### config.mk
export PLATFORM = sky130hd
export DESIGN_NAME = stage_sequencer
export DESIGN_NICKNAME = d
export VERILOG_FILES = /design/src/rtl/stage_sequencer.sv
export SDC_FILE = /design/constraint.sdc
export NUM_CORES = 1
export LEC_CHECK = 0
export ABC_AREA = 1
export BUFFER_PORTS_ARGS = -buffer_cell sky130_fd_sc_hd__buf_4
export CORE_MARGIN = 3
export CORE_UTILIZATION = 56
export DETAILED_ROUTE_END_ITERATION = 10
export PLACE_DENSITY = 0.8
export SLEW_MARGIN = 20
export SYNTH_ARGS = -nofsm -noshare
export SYNTH_HDL_FRONTEND = slang
export SYNTH_SLANG_ARGS = --single-unit
export TNS_END_PERCENT = 20
### constraint.sdc
create_clock -name clk -period 2.6 [get_ports clk]
set_input_delay 0.39 -clock clk [delete_from_list [all_inputs] [get_ports clk]]
set_output_delay 0.39 -clock clk [all_outputs]
set_load 0.05 [all_outputs]
### src/rtl/stage_sequencer.sv
// rtl/stage_sequencer.sv - one-hot stage sequencer with bypass, watchdog, abort and continuous mode
module stage_sequencer #(
  parameter int NUM_STAGES  = 6,
  parameter int TIMEOUT_W   = 16,
  parameter int FRAME_CNT_W = 8,
  localparam int IDX_W = (NUM_STAGES > 1) ? $clog2(NUM_STAGES) : 1
) (
  input  logic                   clk,
  input  logic                   reset_n,
  input  logic                   enable,
  input  logic                   abort,
  input  logic                   continuous,
  input  logic [NUM_STAGES-1:0]  stage_bypass,
  input  logic [TIMEOUT_W-1:0]   timeout_limit,
  output logic [NUM_STAGES-1:0]  stage_enable,
  input  logic [NUM_STAGES-1:0]  stage_done,
  output logic [IDX_W-1:0]       current_stage,
  output logic                   busy,
  output logic                   frame_done,
  output logic                   error,
  output logic [IDX_W-1:0]       error_stage,
  output logic [FRAME_CNT_W-1:0] frame_count
);

  localparam logic [2:0] S_IDLE  = 3'd0;
  localparam logic [2:0] S_RUN   = 3'd1;
  localparam logic [2:0] S_GAP   = 3'd2;
  localparam logic [2:0] S_DONE  = 3'd3;
  localparam logic [2:0] S_ERROR = 3'd4;

  logic [2:0]             r_state;
  logic [NUM_STAGES-1:0]  r_skip;
  logic [IDX_W-1:0]       r_idx;
  logic [TIMEOUT_W-1:0]   r_wdog;
  logic [FRAME_CNT_W-1:0] r_frame_cnt;
  logic [IDX_W-1:0]       r_err_stage;
  logic                   r_frame_done;

  logic [IDX_W-1:0] w_first_idx;
  logic             w_all_bypass;
  logic [IDX_W-1:0] w_next_idx;
  logic             w_has_next;
  logic             w_start;
  logic             w_done_hit;
  logic             w_timeout;
  logic             w_enter_done;

  // First stage of a new frame comes from the live bypass input, not r_skip.
  always_comb begin
    w_first_idx  = '0;
    w_all_bypass = 1'b1;
    for (int i = NUM_STAGES - 1; i >= 0; i--) begin
      if (!stage_bypass[i]) begin
        w_first_idx  = IDX_W'(i);
        w_all_bypass = 1'b0;
      end
    end
  end

  always_comb begin
    w_next_idx = r_idx;
    w_has_next = 1'b0;
    for (int i = NUM_STAGES - 1; i >= 0; i--) begin
      if (!r_skip[i] && (i > int'(r_idx))) begin
        w_next_idx = IDX_W'(i);
        w_has_next = 1'b1;
      end
    end
  end

  assign w_start      = enable && ((r_state == S_IDLE) || ((r_state == S_DONE) && continuous));
  assign w_done_hit   = stage_done[r_idx];
  assign w_timeout    = (timeout_limit != '0) && (r_wdog == timeout_limit - TIMEOUT_W'(1));
  assign w_enter_done = !abort && ((w_start && w_all_bypass) ||
                                   ((r_state == S_RUN) && w_done_hit && !w_has_next));

  always_ff @(posedge clk) begin
    if (!reset_n) begin
      r_state      <= S_IDLE;
      r_skip       <= '0;
      r_idx        <= '0;
      r_wdog       <= '0;
      r_frame_cnt  <= '0;
      r_err_stage  <= '0;
      r_frame_done <= 1'b0;
    end else begin
      r_frame_done <= w_enter_done;
      if (w_enter_done) begin
        r_frame_cnt <= r_frame_cnt + FRAME_CNT_W'(1);
      end
      if (abort) begin
        r_state <= S_IDLE;
      end else if (w_start) begin
        r_skip      <= stage_bypass;
        r_idx       <= w_first_idx;
        r_wdog      <= '0;
        r_err_stage <= '0;
        r_state     <= w_all_bypass ? S_DONE : S_RUN;
      end else begin
        case (r_state)
          S_RUN: begin
            if (r_wdog != '1) begin
              r_wdog <= r_wdog + TIMEOUT_W'(1);
            end
            // A done in the final watchdog cycle still completes the stage.
            if (w_done_hit) begin
              r_state <= w_has_next ? S_GAP : S_DONE;
            end else if (w_timeout) begin
              r_state     <= S_ERROR;
              r_err_stage <= r_idx;
            end
          end
          S_GAP: begin
            r_idx   <= w_next_idx;
            r_wdog  <= '0;
            r_state <= S_RUN;
          end
          S_DONE, S_ERROR: begin
            if (!enable) begin
              r_state <= S_IDLE;
            end
          end
          default: r_state <= S_IDLE;
        endcase
      end
    end
  end

  assign stage_enable  = (r_state == S_RUN) ? (NUM_STAGES'(1) << r_idx) : '0;
  assign current_stage = r_idx;
  assign busy          = (r_state == S_RUN) || (r_state == S_GAP);
  assign frame_done    = r_frame_done;
  assign error         = (r_state == S_ERROR);
  assign error_stage   = r_err_stage;
  assign frame_count   = r_frame_cnt;

endmodule

==> out/metrics.yaml <==
p_sw_frac: 0.3260
hold_viol: 0
core_area_um2: 5140
cpPeakStageDelay_ns: 0.42
synth_most_common_cell: "nand2_1"
track_usage: 0.2666
nets: 609
ys_top_cells_by_count: "nand2_1 (138), nor2_1 (82), inv_1 (69)"
tightest_slew_ns: 0.4335
crit_top_cell: "nand2_2"
routed_wl_um: 8026
finalCoreUtilization: 0.6913
initial_core_util: 0.5854
cts_setup_buffers: 0
power_switching_uw: 440.5
slowest_stage: "dfxtp_1"
cts-root-buf: "clkbuf_8"
avgSynthCellArea_um2: 5.809
gr-total-overflow: 0
required_ns: 2.79
max-vdd-ir-drop_v: 0.0002978
fin_crit_sh: 0.8951
synthFlopType: "dfxtp_1"
cts_resized: 0
seq_power_share: 0.467
syn_nets: 554
viasPerCell: 5.247
max_freq_mhz: 429.7
cts_max_path_buffers: 2
intPower_uw: 910.6
cts.sinks: 39
syn_inst: 518
die_w_um: 79.31
power_uw: 1351
drc_errors: 0
power_density_nw_per_um2: 380.2
cp_num_buf_inv: 0
num_antenna_cells: 0
top_layer: "met4"
synth-edff-count: 0
slew_headroom: 0.7088
syn_area_um2: 3009
postCtsHoldBufs: 0
ys_seq_area_frac: 0.2595
wl_per_cell_um: 12.46
comb_power_share: 0.234
clkLatencyLatePin_ns: 0.29
min_period_ns: 2.327
power_frac_clock: 0.299
antenna_left: 0
hold_path_class: "in2reg"
cp_max_fo: 20
grt_pass1_vias: 3059
row_count: 26
via_count: 3379
setup_viol: 0
cts_inserted_buffers: 5
grt_first_pass_wirelength_um: 13590
yosys-top-cells-area: "dfxtp_1 (26%), nand2_1 (17%), nor2_1 (10%), inv_1 (8.6%), nand3_1 (7.3%)"
drive_above_1_share: 0.1516
clk_pin_slew_ns: 0.08
slew_violations: 0
routabilityCongestion: 0.9653
grt_setup_unrepaired: "false"
ys_ff_latch: 39
yosys_warnings: 0
async_flop_share: 0
worst_ep_arrival_time_ns: 2.52
grt_max_degree: 21
drt_iter0_drc: 247
skew_ns: 0.007818
dpl.hpwl_um: 6429
status: "complete, no violations"
dieArea_um2: 6289
h-tree-depth: 2
portBuffers: 55
end_kind: "register"
crit_chain: "ha_1, nand2_2, nor2_2, nand2_1, nor2_2, nand2_2, nor2_4, nand3_2, nand3_2, nand2_2, nand3_1, nor2_1, o21a_1"
route.met3.wl_um: 423
antenna_found_initial: 0
p_leak_uw: 0.001585
synth_top_area_cell: "dfxtp_1"
synthDistinctLibCells: 37
io_pins: 56
drtPass1Iterations: 4
wl_met1_um: 3827
area_growth_pct: 18.09
cts_tree: "built"
crit_family: "simple AND/OR/NAND/NOR gates"
synth_top_area_frac: 0.2595
fin_hold_ws_ns: 0.3077
die_y_um: 79.31
maxCapViolCount: 0
wl_met2_um: 3715
startpoint_type: "register"
criticalPathCategory: "reg2reg"
nFillCells: 495
power groups by stage:
| stage | combinational (uW) | sequential (uW) | clock (uW) |
|---|---|---|---|
| 6_report | 316 | 631 | 404 |
| 5_1_grt | 354 | 633 | 442 |
| 4_1_cts | 313 | 630 | 410 |
| 3_5_place_dp | 312 | 644 | 0 |
| 3_3_place_gp | 307 | 644 | 0 |
| 2_1_floorplan | 210 | 647 | 0 |
sequential cells by signal, indices dropped and copies added, names as in the netlist:
signal and flops:
r_state 3, r_skip 5, r_wdog 16, frame_done 1
frame_count 8, error_stage 3, current_stage 3
final timing paths:
path | to | from | depth (start not counted) | slack, ns
min reg2reg | r_skip[3]$_SDFFE_PN0P_ | r_skip[3]$_SDFFE_PN0P_ | 2 | 0.46
max reg2reg | r_wdog[4]$_SDFFE_PN0P_ | r_wdog[1]$_SDFFE_PN0P_ | 13 | 0.27
max | r_wdog[4]$_SDFFE_PN0P_ | r_wdog[1]$_SDFFE_PN0P_ | 13 | 0.27
min | frame_done$_SDFF_PN0_ | abort | 2 | 0.31
cell usage in the layout (no fill, tap or decap), drive strengths merged:
cell type	n
nand2	144
nor2	88
inv	72
buf	57
nand3	46
dfxtp	39
a21oi	34
o21ai	22
nor3	20
nand4	8
xor2	8
xnor2	6
clkbuf	6
o21a	3
o21bai	3
ha	3
nor4	3
a31oi	2
a21boi	2
or2	2
and2	1
o211a	1
a211oi	1
o22ai	1
clkinvlp	1
clkinv	1
metrics by stage:
step	cell area [um2]	TNS, ns	instances	setup slack, ns
floorplan	3015	-0.3733	518	-0.2077
global placement	3468	0	636	0.3796
detailed placement	3468	0	636	0.2333
CTS	3553	0	644	0.3024
global route	3553	0	644	0.04466
finish	3553	0	644	0.2727
worst reg2reg max path, delay by kind of cell, from the launching register on:
kind	cells	cell delay [ns]
flops	1	0.42
fa+ha+maj	1	0.24
compound gates	1	0.16
simple gates	11	1.43
routing by layer:
metal,track usage,vias to the layer above
met2,0.4352,86
met3,0.03968,6
li1,-,1764
met4,0.05155,0
met1,0.3746,1523
met5,0,-
logic make-up after synthesis:
kind of cell / share of synthesized area
AO/OA/AOI/OAI: 0.1281
XOR/XNOR: 0.04075
adder cells (fa/ha/maj): 0.01248
buffers and inverters: 0.1106
flip-flops: 0.2595
AND/OR/NAND/NOR: 0.4487
cell type report:
type                       instances  area [um2]  share of cell area
clock inverter                     2       12.51            0.003521
timing repair buffer              57       427.9              0.1204
sequential                        39       780.7              0.2197
tap                               70       87.58             0.02465
multi-input combinational        398        1902              0.5352
clock buffer                       6       72.57             0.02042
inverter                          72       270.3             0.07606
Note: power is estimated with default switching activity, not from simulation.
